**src/rtl/xge_tx_arbiter.sv**
```systemverilog
// Two-source, packet-granular round-robin arbiter feeding the xge_mac pkt_tx interface.
// Whole packets are popped from FWFT source FIFOs; malformed packets are discarded.
module xge_tx_arbiter #(
  parameter int IFG_CYCLES = 0,
  parameter int CNT_W      = 16
) (
  input  logic             clk_156m25,
  input  logic             reset_156m25_n,
  input  logic             arb_en,
  input  logic             src0_val,
  input  logic             src0_sop,
  input  logic             src0_eop,
  input  logic [2:0]       src0_mod,
  input  logic [63:0]      src0_data,
  output logic             src0_ren,
  input  logic             src1_val,
  input  logic             src1_sop,
  input  logic             src1_eop,
  input  logic [2:0]       src1_mod,
  input  logic [63:0]      src1_data,
  output logic             src1_ren,
  input  logic             pkt_tx_full,
  output logic             pkt_tx_val,
  output logic             pkt_tx_sop,
  output logic             pkt_tx_eop,
  output logic [2:0]       pkt_tx_mod,
  output logic [63:0]      pkt_tx_data,
  output logic             active_src,
  output logic             busy,
  output logic             err_pulse,
  output logic [CNT_W-1:0] pkt_cnt0,
  output logic [CNT_W-1:0] pkt_cnt1
);

  typedef enum logic [1:0] {IDLE, XFER, DROP, GAP} state_t;

  localparam bit         HAS_GAP  = (IFG_CYCLES > 0);
  localparam logic [3:0] GAP_LAST = 4'(HAS_GAP ? IFG_CYCLES - 1 : 0);

  state_t     state;
  logic       rr_ptr;
  logic       first_word;
  logic [3:0] gap_cnt;

  logic        cur_val;
  logic        cur_sop;
  logic        cur_eop;
  logic [2:0]  cur_mod;
  logic [63:0] cur_data;
  logic        pop;

  assign cur_val  = active_src ? src1_val  : src0_val;
  assign cur_sop  = active_src ? src1_sop  : src0_sop;
  assign cur_eop  = active_src ? src1_eop  : src0_eop;
  assign cur_mod  = active_src ? src1_mod  : src0_mod;
  assign cur_data = active_src ? src1_data : src0_data;

  // Back-pressure only applies while forwarding; a dropped packet drains regardless.
  always_comb begin
    pop = 1'b0;
    case (state)
      XFER:    pop = cur_val & ~pkt_tx_full;
      DROP:    pop = cur_val;
      default: pop = 1'b0;
    endcase
  end

  assign src0_ren = pop & ~active_src;
  assign src1_ren = pop & active_src;
  assign busy     = (state != IDLE);

  always_ff @(posedge clk_156m25 or negedge reset_156m25_n) begin
    if (!reset_156m25_n) begin
      state       <= IDLE;
      rr_ptr      <= 1'b0;
      first_word  <= 1'b0;
      gap_cnt     <= '0;
      active_src  <= 1'b0;
      pkt_tx_val  <= 1'b0;
      pkt_tx_sop  <= 1'b0;
      pkt_tx_eop  <= 1'b0;
      pkt_tx_mod  <= '0;
      pkt_tx_data <= '0;
      err_pulse   <= 1'b0;
      pkt_cnt0    <= '0;
      pkt_cnt1    <= '0;
    end else begin
      pkt_tx_val <= 1'b0;
      pkt_tx_sop <= 1'b0;
      pkt_tx_eop <= 1'b0;
      pkt_tx_mod <= '0;
      err_pulse  <= 1'b0;
      case (state)
        IDLE: begin
          if (arb_en && (src0_val || src1_val)) begin
            active_src <= (src0_val && src1_val) ? rr_ptr : src1_val;
            first_word <= 1'b1;
            state      <= XFER;
          end
        end
        XFER: begin
          if (pop) begin
            first_word <= 1'b0;
            if (first_word && !cur_sop) begin
              err_pulse <= 1'b1;
              if (cur_eop) begin
                rr_ptr  <= ~active_src;
                gap_cnt <= '0;
                state   <= HAS_GAP ? GAP : IDLE;
              end else begin
                state <= DROP;
              end
            end else begin
              pkt_tx_val  <= 1'b1;
              pkt_tx_sop  <= first_word;
              pkt_tx_eop  <= cur_eop;
              pkt_tx_mod  <= cur_eop ? cur_mod : 3'd0;
              pkt_tx_data <= cur_data;
              if (!first_word && cur_sop) err_pulse <= 1'b1;
              if (cur_eop) begin
                if (active_src) pkt_cnt1 <= pkt_cnt1 + CNT_W'(1);
                else            pkt_cnt0 <= pkt_cnt0 + CNT_W'(1);
                rr_ptr  <= ~active_src;
                gap_cnt <= '0;
                state   <= HAS_GAP ? GAP : IDLE;
              end
            end
          end
        end
        DROP: begin
          if (pop && cur_eop) begin
            rr_ptr  <= ~active_src;
            gap_cnt <= '0;
            state   <= HAS_GAP ? GAP : IDLE;
          end
        end
        GAP: begin
          if (gap_cnt == GAP_LAST) state <= IDLE;
          else                     gap_cnt <= gap_cnt + 4'd1;
        end
        default: state <= IDLE;
      endcase
    end
  end

endmodule

```
**config.mk**
```make
export PLATFORM = sky130hd
export DESIGN_NAME = xge_tx_arbiter
export DESIGN_NICKNAME = d
export VERILOG_FILES = /design/src/rtl/xge_tx_arbiter.sv
export SDC_FILE = /design/constraint.sdc
export NUM_CORES = 1
export LEC_CHECK = 0
export ABC_CLOCK_PERIOD_IN_PS = 2500
export BUFFER_PORTS_ARGS = -buffer_cell sky130_fd_sc_hd__buf_2
export CAP_MARGIN = 20
export CORE_ASPECT_RATIO = 0.5
export CORE_UTILIZATION = 48
export CTS_CLUSTER_DIAMETER = 100
export CTS_CLUSTER_SIZE = 10
export DETAILED_ROUTE_END_ITERATION = 8
export MAX_ROUTING_LAYER = met4
export PLACE_DENSITY = 0.9
export SLEW_MARGIN = 10
export SYNTH_ARGS = -nofsm -noshare
export SYNTH_HDL_FRONTEND = slang
export SYNTH_SLANG_ARGS = --single-unit
export TNS_END_PERCENT = 5
```
**constraint.sdc**
```tcl
create_clock -name clk_156m25 -period 2.5 [get_ports clk_156m25]
set_input_delay 0.5 -clock clk_156m25 [delete_from_list [all_inputs] [get_ports clk_156m25]]
set_output_delay 0.5 -clock clk_156m25 [all_outputs]
set_load 0.02 [all_outputs]
```
==> flow_summary.yaml, run 1 <==
synthesis:
  async_flop_share_pct: 100
  ys_types: 51
  yosys.area.top_type: "dfrtp_1"
  netlist_top_cells_area: "dfrtp_1, mux2i_1, o21ai_0"
  postSynthAreaPerCell_um2: 10.8
  synth_area_um2: 5560
  syn_nets: 671
  synth_ff_type: "dfrtp_1"
  ys_warn_count: 0
  ys_seq_area_share_pct: 50.4
  ys_ff_latch: 112
  synth_common_cells: "dfrtp_1, nand2_1, mux2i_1"
  synthCells: 517
  yosysMostFrequentCell: "dfrtp_1"
  synth_edf_count: 0
  synth_top_area_share_pct: 50.4
sta:
  fin_tns_setup_ns: 0
  setup_violations: 0
  period_needed_ns: 2.41
  skew_ns: 0.00985
  maxSlewViolCount: 0
  slew_headroom_pct: 62.3
  hold_viol: 0
  finalCritPeriodShare_pct: 96.3
  rsz0062_at_grt: "false"
  tightest_slew_ns: 0.549
  max_freq_ghz: 0.415
cells_and_area:
  num-nets-final: 910
  area_growth_pct: 29.3
  n_fill_cell: 916
  multi_input_area_um2: 2540
  drive_gt1_share_pct: 38.2
  seqCellArea_um2: 2810
  num_antenna_cells: 0
  fin_cells: 904
  finalInstanceArea_um2: 7190
critical_path:
  max_stage_delay_ns: 0.40
  crit_path_end_kind: "output port"
  crit_chain: "inv_1 > ha_1 > and2b_1 > o211ai_4 > nor2_1 > buf_2"
  cpMaxStageDelayCell: "dfrtp_1"
  required_ns: 2.00
  cp.arrival_ns: 1.91
  critPathLaunchType: "flip-flop"
  path_class: "flip-flop to output port"
  path_max_fanout: 10
floorplanning:
  core_region_area_um2: 11100
  io_pins: 251
  chipHeight_um: 78.1
  die_area_um2: 12000
  start_util_pct: 49.9
  rows: 27
  fp.dieW_um: 154
pwr:
  leakagePower_nw: 3.90
  p_int_w: 0.00427
  seqPwrFrac_pct: 37.7
  power_switching_w: 0.00304
  combPwrFrac_pct: 44.3
  switching_share_pct: 41.6
  pwr-share-clk_pct: 18.0
  powerDensity_nw_per_um2: 1020
  vdd_drop_max_v: 0.000592
job:
  max_cap_viol_count: 0
place:
  placed_area_um2: 6920
  dp_hpwl_um: 10600
  dpl.cell_count: 890
  gp_congestion: 0.836
  io_buffers: 250
global_route:
  track_usage_pct: 24.0
  grt_first_pass_wirelength_um: 22500
  grt_max_degree: 134
  grt_pass1_vias: 4660
  grt-ovfl-total: 0
  grt_antenna_before_repair: 0
min_path:
  hp-class: "input pin to asynchronous set/reset pin"
routing:
  drcViolationCount: 0
  drt-total-wl_um: 13800
  via_count: 4679
  viasPerCell: 5.18
  detail_route.iter0.violations: 222
  drtAntennaViolNets: 0
  avgRoutedWirePerCell_um: 15.3
  drt_first_pass_iters: 4
clocking:
  clk_latency_ns: 0.34
  numCtsBuffers: 9
  root_buffer: "clkbuf_16"
  clockBufferDepth: 2
  clk_pin_slew_ns: 0.07
  cts.sinks: 112
  cts_tree: "yes"
  cts_setup_buffers: 0
  htree_levels: 3
run_status:
  outcome: "finished, final reports clean"
-- sequential cells by signal (all words and copies together), names as in the netlist --
register,cells
first_word,1
pkt_tx_eop,1
err_pulse,1
pkt_cnt0,16
pkt_tx_val,1
active_src,1
state,2
rr_ptr,1
gap_cnt,4
pkt_tx_sop,1
pkt_tx_mod,3
pkt_tx_data,64
pkt_cnt1,16
-- final timing paths --
check,cells past startpoint,slack [ns],startpoint,endpoint
min in group clk_156m25,3,0.40,src0_mod[2],pkt_tx_mod[2]
setup reg to reg,7,0.34,active_src,pkt_tx_data[59]
max in group asynchronous,2,1.76,reset_156m25_n,pkt_tx_data[23]
hold reg to reg,2,0.48,pkt_tx_data[53],pkt_tx_data[53]
setup / recovery,6,0.09,state[1],src1_ren
hold / removal,1,0.03,reset_156m25_n,pkt_cnt1[2]
-- critical path: cells and delay by family, from the launching register on --
kind	cells	cell delay, ns
AND/OR/NAND/NOR	2	0.32
buffers and inverters	2	0.28
adder cells (fa/ha/maj)	1	0.20
AO/OA/AOI/OAI	1	0.37
flip-flops	1	0.40
-- power groups by stage --
stage          clock (W)  combinational (W)  sequential, W
5_1_grt          0.00142            0.00351        0.00284
4_1_cts          0.00135            0.00325        0.00276
6_report         0.00132            0.00324        0.00276
2_1_floorplan          0            0.00150        0.00342
3_3_place_gp           0            0.00314        0.00274
3_5_place_dp           0            0.00325        0.00278
-- cells by family (layout without fill, tap and decap cells) --
kind of cell | after synthesis | count (layout) | share of synthesized area [%]
adder cells (fa/ha/maj) | 10 | 10 | 2.25
buffers and inverters | 47 | 289 | 4.12
AO/OA/AOI/OAI | 95 | 95 | 11.5
XOR/XNOR | 30 | 30 | 4.72
AND/OR/NAND/NOR | 153 | 153 | 14.3
multiplexers | 70 | 70 | 12.7
flip-flops | 112 | 112 | 50.4
-- cell usage in the layout (no fill, tap or decap), types with 2 or more instances in the layout --
master / instances
buf_2: 249
dfrtp_1: 111
nand2_1: 74
mux2i_1: 67
o21ai_0: 64
inv_1: 17
xnor2_1: 16
xor2_1: 14
nand3_1: 13
nor2_1: 12
nand4_1: 10
nor3_1: 10
clkbuf_16: 9
and3_1: 8
ha_1: 8
buf_4: 7
nor2b_1: 4
a32oi_1: 4
a21oi_1: 4
and4b_1: 4
o21ai_1: 4
a22o_1: 3
o2111ai_4: 2
nand2b_1: 2
nand4b_1: 2
o221ai_1: 2
a31oi_1: 2
and4_1: 2
nor4_4: 2
mux2_2: 2
nor4_1: 2
ha_2: 2
clkinv_4: 2
inv_6: 2
buf_12: 2
-- layout make-up --
cell class | instances | area share, %
sequential | 112 | 39.0
multi-input combinational | 358 | 35.3
tap | 145 | 2.52
clock inverter | 5 | 0.591
clock buffer | 9 | 3.13
timing repair buffer | 258 | 18.6
inverter | 17 | 0.887
-- metal layers --
metal,GRT usage [%],vias to the layer above,wire (µm),share of wire [%]
met5,-,-,0,0
met4,5.70,0,165,1.2
met3,4.09,15,468,3.4
met2,41.7,116,7100,51
met1,29.5,2258,6080,44
li1,-,2290,-,-
-- through the flow --
stage	power (W)	hold WS [ns]	utilization, %	worst slack (ns)
floorplan	0.00492	0.204	-	0.100
global placement	0.00589	0.396	62.1	0.452
detailed placement	0.00603	0.400	62.1	0.365
CTS	0.00736	0.0324	64.5	0.0466
global route	0.00777	0.0411	64.5	0.00135
finish	0.00731	0.0321	64.5	0.0921
-- what timing repair did --
| item | 4_1_cts | 5_1_grt |
|---|---|---|
| endpoints found under the setup margin | 0 | 2 |
| hold buffers | 0 | 0 |
| resized for setup | 0 | 2 |
No activity file was read; power rests on OpenSTA's default activity.
==> run 2: changes to the inputs <==
--- a/config.mk
+++ b/config.mk
@@ -9,12 +9,12 @@
 export BUFFER_PORTS_ARGS = -buffer_cell sky130_fd_sc_hd__buf_2
 export CAP_MARGIN = 20
 export CORE_ASPECT_RATIO = 0.5
-export CORE_UTILIZATION = 48
+export CORE_UTILIZATION = 40
 export CTS_CLUSTER_DIAMETER = 100
 export CTS_CLUSTER_SIZE = 10
 export DETAILED_ROUTE_END_ITERATION = 8
 export MAX_ROUTING_LAYER = met4
-export PLACE_DENSITY = 0.9
+export PLACE_DENSITY = 0.79
 export SLEW_MARGIN = 10
 export SYNTH_ARGS = -nofsm -noshare
 export SYNTH_HDL_FRONTEND = slang
==> run 2 against run 1 <==
Non-clock buffer count unchanged. Register-to-register slack got worse by 0.02 ns. Combinational power about the same. Final cell count increased by 5.4%. Wire length decreased by 4.1%. Worst hold slack improved by 0.081 ns. Setup slack improved by 0.086 ns. Clock-buffer cell count unchanged. Die area increased by 20%. Global-route usage decreased by 4.3 points. Critical endpoint is now src0_ren. Largest cell class unchanged. Highest routed layer unchanged.
==> flow_summary.yaml, run 2 (same netlist as run 1, synthesis figures left out) <==
run_status:
  outcome: "finished, final reports clean"
floorplanning:
  io_pins: 251
  fp.dieW_um: 169
  rows: 30
  chipHeight_um: 85.4
  die_area_um2: 14400
  start_util_pct: 41.1
  core_region_area_um2: 13600
routing:
  via_count: 4640
  viasPerCell: 4.87
  detail_route.iter0.violations: 361
  avgRoutedWirePerCell_um: 13.9
  drt_first_pass_iters: 4
  drcViolationCount: 0
  drt-total-wl_um: 13300
  drtAntennaViolNets: 0
global_route:
  grt_pass1_vias: 4555
  grt-ovfl-total: 0
  grt_max_degree: 134
  grt_antenna_before_repair: 0
  grt_first_pass_wirelength_um: 22000
  track_usage_pct: 19.7
critical_path:
  r2r-start: "state[1]"
  critPathLaunchType: "flip-flop"
  path_class: "flip-flop to output port"
  cp_top_family: "flip-flops"
  reg2reg_to: "pkt_tx_data[47]"
  max_stage_delay_ns: 0.43
  worst_r2r_path_depth: 7
  crit_buf_inv: 2
  r2r_slack_ns: 0.32
  crit_cells: 6
  cpMaxStageDelayCell: "dfrtp_1"
  crit_chain: "inv_1 > ha_2 > and2b_1 > o211ai_4 > nor2_1 > buf_2"
  required_ns: 2.00
  cp-startpoint: "state[1]"
  cp.arrival_ns: 1.82
  crit_path_end_kind: "output port"
  path_max_fanout: 13
place:
  gp_congestion: 0.856
  io_buffers: 250
  dp_hpwl_um: 10100
cells_and_area:
  num-nets-final: 910
  final_cell_mix: "buf_2, dfrtp_1, nand2_1, mux2i_1, o21ai_0"
  fin_util_pct: 54.0
  final_common_cell: "buf_2"
  area_growth_pct: 31.5
  num_antenna_cells: 0
  largest_reg_flops: 64
  n_fill_cell: 1203
  largestRegisters: "pkt_tx_data: 64 flops, pkt_cnt0: 16 flops, pkt_cnt1: 16 flops"
  drive_gt1_share_pct: 38.2
  regMostFlops: "pkt_tx_data"
clocking:
  clockBufferDepth: 2
  clk_latency_ns: 0.35
  htree_levels: 3
  clk_pin_slew_ns: 0.08
  root_buffer: "clkbuf_16"
  postCtsHoldBufs: 0
  cts.sinks: 112
  numCtsBuffers: 9
  cts_tree: "yes"
sta:
  period_needed_ns: 2.32
  hold_viol: 0
  slew_headroom_pct: 55.5
  rsz0062_at_grt: "false"
  setup_violations: 0
  tightest_slew_ns: 0.668
  whs_ns: 0.113
  fin_tns_setup_ns: 0
  maxSlewViolCount: 0
  max_freq_ghz: 0.431
  finalCritPeriodShare_pct: 92.9
  skew_ns: 0.00814
job:
  max_cap_viol_count: 0
min_path:
  hp-class: "input pin to asynchronous set/reset pin"
pwr:
  leakagePower_nw: 3.94
  vdd_drop_max_v: 0.000433
  powerDensity_nw_per_um2: 1020
  total_power_w: 0.00747
run 2: cell types whose count changed in the layout (fill, tap and decap cells not counted):
cell        delta
clkinv_4       -1
clkinvlp_4     -1
ha_1           +1
bufinv_16      +1
buf_12         +1
buf_4          -1
inv_8          +2
clkinv_8       +1
ha_2           -1
run 2: report_power, final:
| part | switching, W | total [W] | internal, W |
|---|---|---|---|
| Clock | 0.000713 | 0.00152 | 0.000810 |
| Combinational | 0.00204 | 0.00324 | 0.00120 |
| Sequential | 0.000316 | 0.00271 | 0.00240 |
run 2: how the worst max path moves through the flow:
stage / endpoint / slack, ns
after global routing: src0_ren / 0.04
final: src0_ren / 0.18
after detailed placement: pkt_tx_data[26] / 0.26
after global placement: pkt_tx_data[3] / 0.40
after CTS: src0_ren / 0.07
after floorplan: pkt_cnt1[13] / 0.1
run 2: metrics by stage:
step | setup WS [ns] | cell area, µm² | instances
final | 0.178 | 7320 | 953
after floorplan | 0.100 | 5560 | 517
after CTS | 0.0676 | 7310 | 953
after global routing | 0.0353 | 7320 | 953
after global placement | 0.396 | 6990 | 936
after detailed placement | 0.261 | 6990 | 936
run 2: layout make-up:
cell class / instances / area [µm²] / share of cell area [%]
flip-flops and latches: 112 / 2810 / 38.4
multi-input cells: 358 / 2530 / 34.6
repair buffers: 258 / 1350 / 18.5
well taps: 192 / 240 / 3.28
clock buffers: 9 / 225 / 3.08
clock inverters: 7 / 95.1 / 1.30
inverters: 17 / 63.8 / 0.872
run 2: repair_timing:
| action | 4_1_cts | 5_1_grt |
|---|---|---|
| pin swaps | 1 | 0 |
| gates resized for setup | 0 | 1 |
| buffers inserted | 1 | 0 |
| setup endpoints to repair | 2 | 2 |
run 2: metal layers:
metal	up-vias	routed length, µm	track usage [%]
met5	-	0	-
met4	0	178	6.61
met3	18	544	3.73
met2	139	6650	33.1
met1	2185	5880	24.0
li1	2298	-	-
